`src/rtl/ps2_pkg.sv`:
```
// Shared definitions for the PS/2 receive path: FSM encoding, frame geometry
// and small helpers that classify a fully assembled 11-bit frame.
package ps2_pkg;

    // Receiver FSM encoding
    typedef enum logic [1:0] {
        idle = 2'b00,
        dps  = 2'b01,
        load = 2'b10
    } ps2_state_t;

    localparam int FRAME_BITS = 11;
    localparam int DATA_BITS  = 8;

    // Prefix byte a keyboard sends ahead of a key-release code
    localparam logic [DATA_BITS-1:0] BREAK_CODE = 8'hF0;

    // Frame layout after assembly: {stop, parity, d[7:0], start}
    typedef logic [FRAME_BITS-1:0] ps2_frame_t;

    // Start bit must be low and stop bit high for the frame to be well formed
    function automatic logic frame_framing_ok(input ps2_frame_t f);
        return (f[0] == 1'b0) && (f[FRAME_BITS-1] == 1'b1);
    endfunction

    // Odd parity over data plus parity bit
    function automatic logic frame_parity_ok(input ps2_frame_t f);
        return ^f[FRAME_BITS-2:1];
    endfunction

    // Data byte carried by the frame
    function automatic logic [DATA_BITS-1:0] frame_data(input ps2_frame_t f);
        return f[DATA_BITS:1];
    endfunction

endpackage

```
`src/rtl/ps2_clk_filter.sv`:
```
// Synchronises the raw PS/2 pins and debounces the clock line. Produces the
// synchronised data bit and a one-cycle strobe on each filtered falling edge
// of the PS/2 clock.
module ps2_clk_filter #(
    parameter int FILTER_LEN = 8
) (
    input  logic clk,
    input  logic reset,
    input  logic ps2c,
    input  logic ps2d,
    output logic ps2d_s,
    output logic fall_edge
);

    logic [1:0]            c_sync;
    logic [1:0]            d_sync;
    logic [FILTER_LEN-1:0] filt_sr;
    logic                  filt_reg;
    logic                  filt_next;

    // Two-flop synchronisers, debounce history and filtered clock level.
    // Idle PS/2 lines are high, so everything resets to ones.
    always_ff @(posedge clk or negedge reset) begin
        if (!reset) begin
            c_sync   <= 2'b11;
            d_sync   <= 2'b11;
            filt_sr  <= '1;
            filt_reg <= 1'b1;
        end else begin
            c_sync   <= {c_sync[0], ps2c};
            d_sync   <= {d_sync[0], ps2d};
            filt_sr  <= {filt_sr[FILTER_LEN-2:0], c_sync[1]};
            filt_reg <= filt_next;
        end
    end

    // Level changes only once the whole history agrees; mixed history holds
    always_comb begin
        filt_next = filt_reg;
        if (&filt_sr)
            filt_next = 1'b1;
        else if (~|filt_sr)
            filt_next = 1'b0;
    end

    // Edge strobe is high in the single cycle before filt_reg drops
    always_comb begin
        fall_edge = filt_reg & ~filt_next;
        ps2d_s    = d_sync[1];
    end

endmodule

```
`src/rtl/ps2_rx.sv`:
```
// PS/2 device-to-host receiver. Deserialises 11-bit frames sampled on the
// filtered falling edge of ps2c, checks start/stop/parity and reports the
// result with single-cycle ticks. A stalled frame is abandoned after
// TIMEOUT_CYCLES without a clock edge.
module ps2_rx
    import ps2_pkg::*;
#(
    parameter int FILTER_LEN     = 8,
    parameter int TIMEOUT_CYCLES = 200000
) (
    input  logic                 clk,
    input  logic                 reset,
    input  logic                 ps2c,
    input  logic                 ps2d,
    input  logic                 rx_en,
    output logic [DATA_BITS-1:0] scan_code,
    output logic                 scan_done_tick,
    output logic                 parity_err_tick,
    output logic                 frame_err_tick,
    output logic                 busy
);

    localparam int TO_W = (TIMEOUT_CYCLES > 1) ? $clog2(TIMEOUT_CYCLES) : 1;
    localparam logic [TO_W-1:0] TO_MAX = TO_W'(TIMEOUT_CYCLES - 1);

    ps2_state_t  state, state_next;
    ps2_frame_t  sr;
    ps2_frame_t  sr_shift;
    logic [3:0]  bit_cnt;
    logic [TO_W-1:0] to_cnt;
    logic        ps2d_s;
    logic        fall_edge;
    logic        timeout;
    logic        last_bit;

    ps2_clk_filter #(
        .FILTER_LEN (FILTER_LEN)
    ) u_filter (
        .clk       (clk),
        .reset     (reset),
        .ps2c      (ps2c),
        .ps2d      (ps2d),
        .ps2d_s    (ps2d_s),
        .fall_edge (fall_edge)
    );

    // Shared decode: next shift value, stop-bit edge and timeout expiry
    always_comb begin
        sr_shift = {ps2d_s, sr[FRAME_BITS-1:1]};
        last_bit = fall_edge && (bit_cnt == 4'd0);
        timeout  = !fall_edge && (to_cnt == TO_MAX);
    end

    // State register
    always_ff @(posedge clk or negedge reset) begin
        if (!reset)
            state <= idle;
        else
            state <= state_next;
    end

    // Next-state logic
    always_comb begin
        state_next = state;
        case (state)
            idle: if (fall_edge && rx_en) state_next = dps;
            dps: begin
                if (last_bit)
                    state_next = load;
                else if (timeout)
                    state_next = idle;
            end
            load:    state_next = idle;
            default: state_next = idle;
        endcase
    end

    // Outputs: frame verdict is decoded from the assembled frame in load;
    // a timeout reports as a frame error straight out of dps
    always_comb begin
        scan_done_tick  = 1'b0;
        parity_err_tick = 1'b0;
        frame_err_tick  = 1'b0;
        busy            = (state != idle);
        case (state)
            dps: frame_err_tick = timeout;
            load: begin
                if (!frame_framing_ok(sr))
                    frame_err_tick = 1'b1;
                else if (!frame_parity_ok(sr))
                    parity_err_tick = 1'b1;
                else
                    scan_done_tick = 1'b1;
            end
            default: ;
        endcase
    end

    // Datapath: shift register, bit and timeout counters, scan code.
    // scan_code is loaded on the same edge that enters load so the new
    // byte and scan_done_tick become visible together.
    always_ff @(posedge clk or negedge reset) begin
        if (!reset) begin
            sr        <= '0;
            bit_cnt   <= '0;
            to_cnt    <= '0;
            scan_code <= '0;
        end else begin
            case (state)
                idle: begin
                    if (fall_edge && rx_en) begin
                        sr      <= sr_shift;
                        bit_cnt <= 4'd9;
                        to_cnt  <= '0;
                    end
                end
                dps: begin
                    if (fall_edge) begin
                        sr     <= sr_shift;
                        to_cnt <= '0;
                        if (bit_cnt != 4'd0)
                            bit_cnt <= bit_cnt - 4'd1;
                        else if (frame_framing_ok(sr_shift) && frame_parity_ok(sr_shift))
                            scan_code <= frame_data(sr_shift);
                    end else if (timeout) begin
                        sr      <= '0;
                        to_cnt  <= '0;
                        bit_cnt <= '0;
                    end else begin
                        to_cnt <= to_cnt + 1'b1;
                    end
                end
                default: ;
            endcase
        end
    end

endmodule

```
`config.mk`:
```
export PLATFORM = sky130hd
export DESIGN_NAME = ps2_rx
export DESIGN_NICKNAME = d
export VERILOG_FILES = /design/src/rtl/ps2_pkg.sv /design/src/rtl/ps2_clk_filter.sv /design/src/rtl/ps2_rx.sv
export SDC_FILE = /design/constraint.sdc
export NUM_CORES = 1
export LEC_CHECK = 0
export ABC_CLOCK_PERIOD_IN_PS = 3600
export CORE_ASPECT_RATIO = 1.4
export CORE_MARGIN = 2
export CORE_UTILIZATION = 36
export CTS_BUF_LIST = sky130_fd_sc_hd__clkbuf_2 sky130_fd_sc_hd__clkbuf_4 sky130_fd_sc_hd__clkbuf_8
export CTS_CLUSTER_DIAMETER = 50
export DETAILED_ROUTE_END_ITERATION = 7
export DONT_BUFFER_PORTS = 1
export GPL_ROUTABILITY_DRIVEN = 0
export HOLD_SLACK_MARGIN = 0.1
export PLACE_DENSITY_LB_ADDON = 0.25
export SETUP_SLACK_MARGIN = 0.2
export SLEW_MARGIN = 5
export SYNTH_ARGS = -nofsm -noshare
export SYNTH_HDL_FRONTEND = slang
export SYNTH_SLANG_ARGS = --single-unit
```
`constraint.sdc`:
```
create_clock -name clk -period 3.6 [get_ports clk]
set_clock_uncertainty 0.05 [all_clocks]
set_input_delay 0.9 -clock clk [delete_from_list [all_inputs] [get_ports clk]]
set_output_delay 0.9 -clock clk [all_outputs]
set_load 0.01 [all_outputs]
```
==> metrics.cfg <==
[clock_tree]
htreeDepth = 2
clock_sinks = 56
clk_pin_slew_worst_paths_ns = 0.10
cts-root-buf = clkbuf_8
hold_buffers = 0
post_cts_resized = 0
cts_buffer_depth = 2
cts_post_setup_buffers_inserted = 0
cts_tree = built
clock_latency_ns = 0.31
numCtsBuffers = 5

[hold_path]
hold_path_class = in2async

[final_layout]
top_register = to_cnt
num_antenna_cells = 0
drive_above_1_share_pct = 17.70
mostFrequentLayoutCell = dfrtp_1
final_cells = 340
fin_area_um2 = 2907
final_cell_mix = 43 x dfrtp_1, 22 x nor2_1, 16 x nand2_1
area_growth_pct = 7.946
largest_register_ff_count = 18
top_regs = to_cnt: 18 flops, sr: 11 flops
fillers = 762
nNetsFinal = 252
fin_util_pct = 39.74

[synthesis]
ys_seq_elements = 56
synth_area_per_cell_um2 = 11.27
synth_top_cell_area_share_pct = 39.96
syn_nets = 249
synth_edf_count = 0
netlist_area_um2 = 2693
synth_ff_type = dfrtp_1
async_reset_ff_share_pct = 100.0
synthTopCellsByArea = dfrtp_1 40%, dfstp_2 13%, mux2_4 4.5%, a22o_1 3.6%, xnor2_1 3.3%
synth_cells = 239
yosys.cell_types.count = 52
ys_seq_area_share_pct = 52.65
yosys_warnings = 0
synth_area_leader_cell = dfrtp_1

[power_and_ir_drop]
seqPwrFrac_pct = 60.9
internal_power_mw = 0.8608
clock_power_share_pct = 38.6
leakage_nw = 1.200
p_sw_mw = 0.2083
ir_drop_uv = 152.9
p_sw_share_pct = 19.48
total_power_mw = 1.069
p_per_area_nw_per_um2 = 367.8
pwr-share-comb_pct = 0.6

[run_status]
run_status = finished, final reports clean

[worst_setup_path]
crit_path_start_kind = flip-flop
endpoint_kind = output pin
r2r_slack_ns = 1.00
arrival_ns = 2.13
rr_endpoint = scan_code[4]
worstPathRequired_ns = 2.65
r2r-start = bit_cnt[0]
critical_path_class = reg2out
r2r_cells = 6
crit_fanout = 4

[floorplan]
dieWidth_um = 77.09
io_pins = 17
num_rows = 37
core_um2 = 7315
die_h_um = 106.3
start_util_pct = 36.81
die-area_um2 = 8197

[route]
vias = 1810
drt_pre_antenna_iters = 4
detail_route.wirelength_mm = 5.265
ant_nets = 0
drt-wirelength-per-cell_um = 15.49
vias_per_cell = 5.324
drt_iter0_markers = 100
route.detailed.drc = 0

[global_routing]
grt_max_degree = 57
grt_pass1_wl_mm = 9.459
track_usage_pct = 14.22
grt-ovfl-total = 0
grt_pass1_vias = 1966
antenna_found_initial = 0

[job]
drv_cap = 0

[timing]
setup_ws_ns = 0.5215
max_freq_mhz = 324.8
setup_viol = 0
grt_setup_unrepaired = no
holdWs_ns = 0.2256
slew_headroom_pct = 44.03
period_share_pct = 85.51
period_needed_ns = 3.079
tightestPinTransition_ns = 0.8340
finalHoldViolations = 0
fin_setup_tns_ns = 0
drv_slew = 0

[placed_design]
placed_cells = 332
portBuffers = 0
hpwl_mm = 3.802
post-place-ws_ns = 0.8550
placed_area_um2 = 2795

-- metal layers --
metal  track usage (%)  share of wire [%]  vias up
met5                 0                  0        -
met4             5.867                3.0        0
met3             3.396                3.8       13
met2             24.75                 51       30
met1             16.76                 42      907
li1                  -                  -      860
-- critical path, stage by stage, from the launching register on --
cell     delay [ns]
dfrtp_1        0.42
or4b_4         0.55
nor3_2         0.25
nand2_1        0.10
o21ai_0        0.27
and2_1         0.23
-- cell families (layout without fill, tap and decap cells) --
| kind of cell | after synthesis | count (layout) | synth area share, % |
|---|---|---|---|
| xor+xnor | 21 | 21 | 7.621 |
| flops | 56 | 56 | 52.65 |
| buf+inv | 15 | 19 | 2.509 |
| fa+ha+maj | 5 | 5 | 2.323 |
| simple gates | 88 | 88 | 18.08 |
| mux | 9 | 9 | 4.879 |
| compound gates | 45 | 45 | 11.94 |
-- power by group through the flow --
stage                     registers, mW  logic, mW  clock network, mW
after global placement            0.663    0.00621                  0
final                             0.651    0.00621              0.412
after global routing              0.653    0.00721              0.453
after detailed placement          0.663    0.00632                  0
after CTS                         0.651    0.00633              0.429
after floorplan                   0.661    0.00533                  0
-- area by class of cell --
cell class                      instances  area (um2)  share of cell area (%)
Sequential cell                        56        1418                   48.77
Multi-Input combinational cell        168        1207                   41.54
Tap cell                               97       121.4                   4.176
Clock buffer                            6       76.32                   2.626
Clock inverter                          2       35.03                   1.205
Inverter                                9       33.78                   1.162
Timing Repair Buffer                    2       15.01                  0.5166
-- synth_stat cells (all sizes together), types with 2 or more instances --
cell type	number
a21oi	5
a22o	11
a31oi	2
and2	3
and3	2
and4b	2
buf	5
dfrtp	43
dfstp	13
ha	5
inv	9
mux2	9
nand2	16
nand3	11
nand4	7
nor2	23
nor3	7
nor4	6
o21ai	13
o31ai	5
xnor2	11
xor2	9
-- worst max path at each step --
stage                   startpoint             end  slack, ns  depth (start not counted)
2_1_floorplan           to_cnt[13]  frame_err_tick       1.12                          5
3_3_place_gp            to_cnt[13]  frame_err_tick       0.85                          5
3_5_place_dp            to_cnt[13]  frame_err_tick       0.85                          5
4_1_cts                 to_cnt[13]  frame_err_tick       0.50                          5
5_1_grt        u_filter.filt_sr[1]  frame_err_tick       0.33                          5
6_report                to_cnt[13]  frame_err_tick       0.52                          5
(Power assumes the default switching activity.)
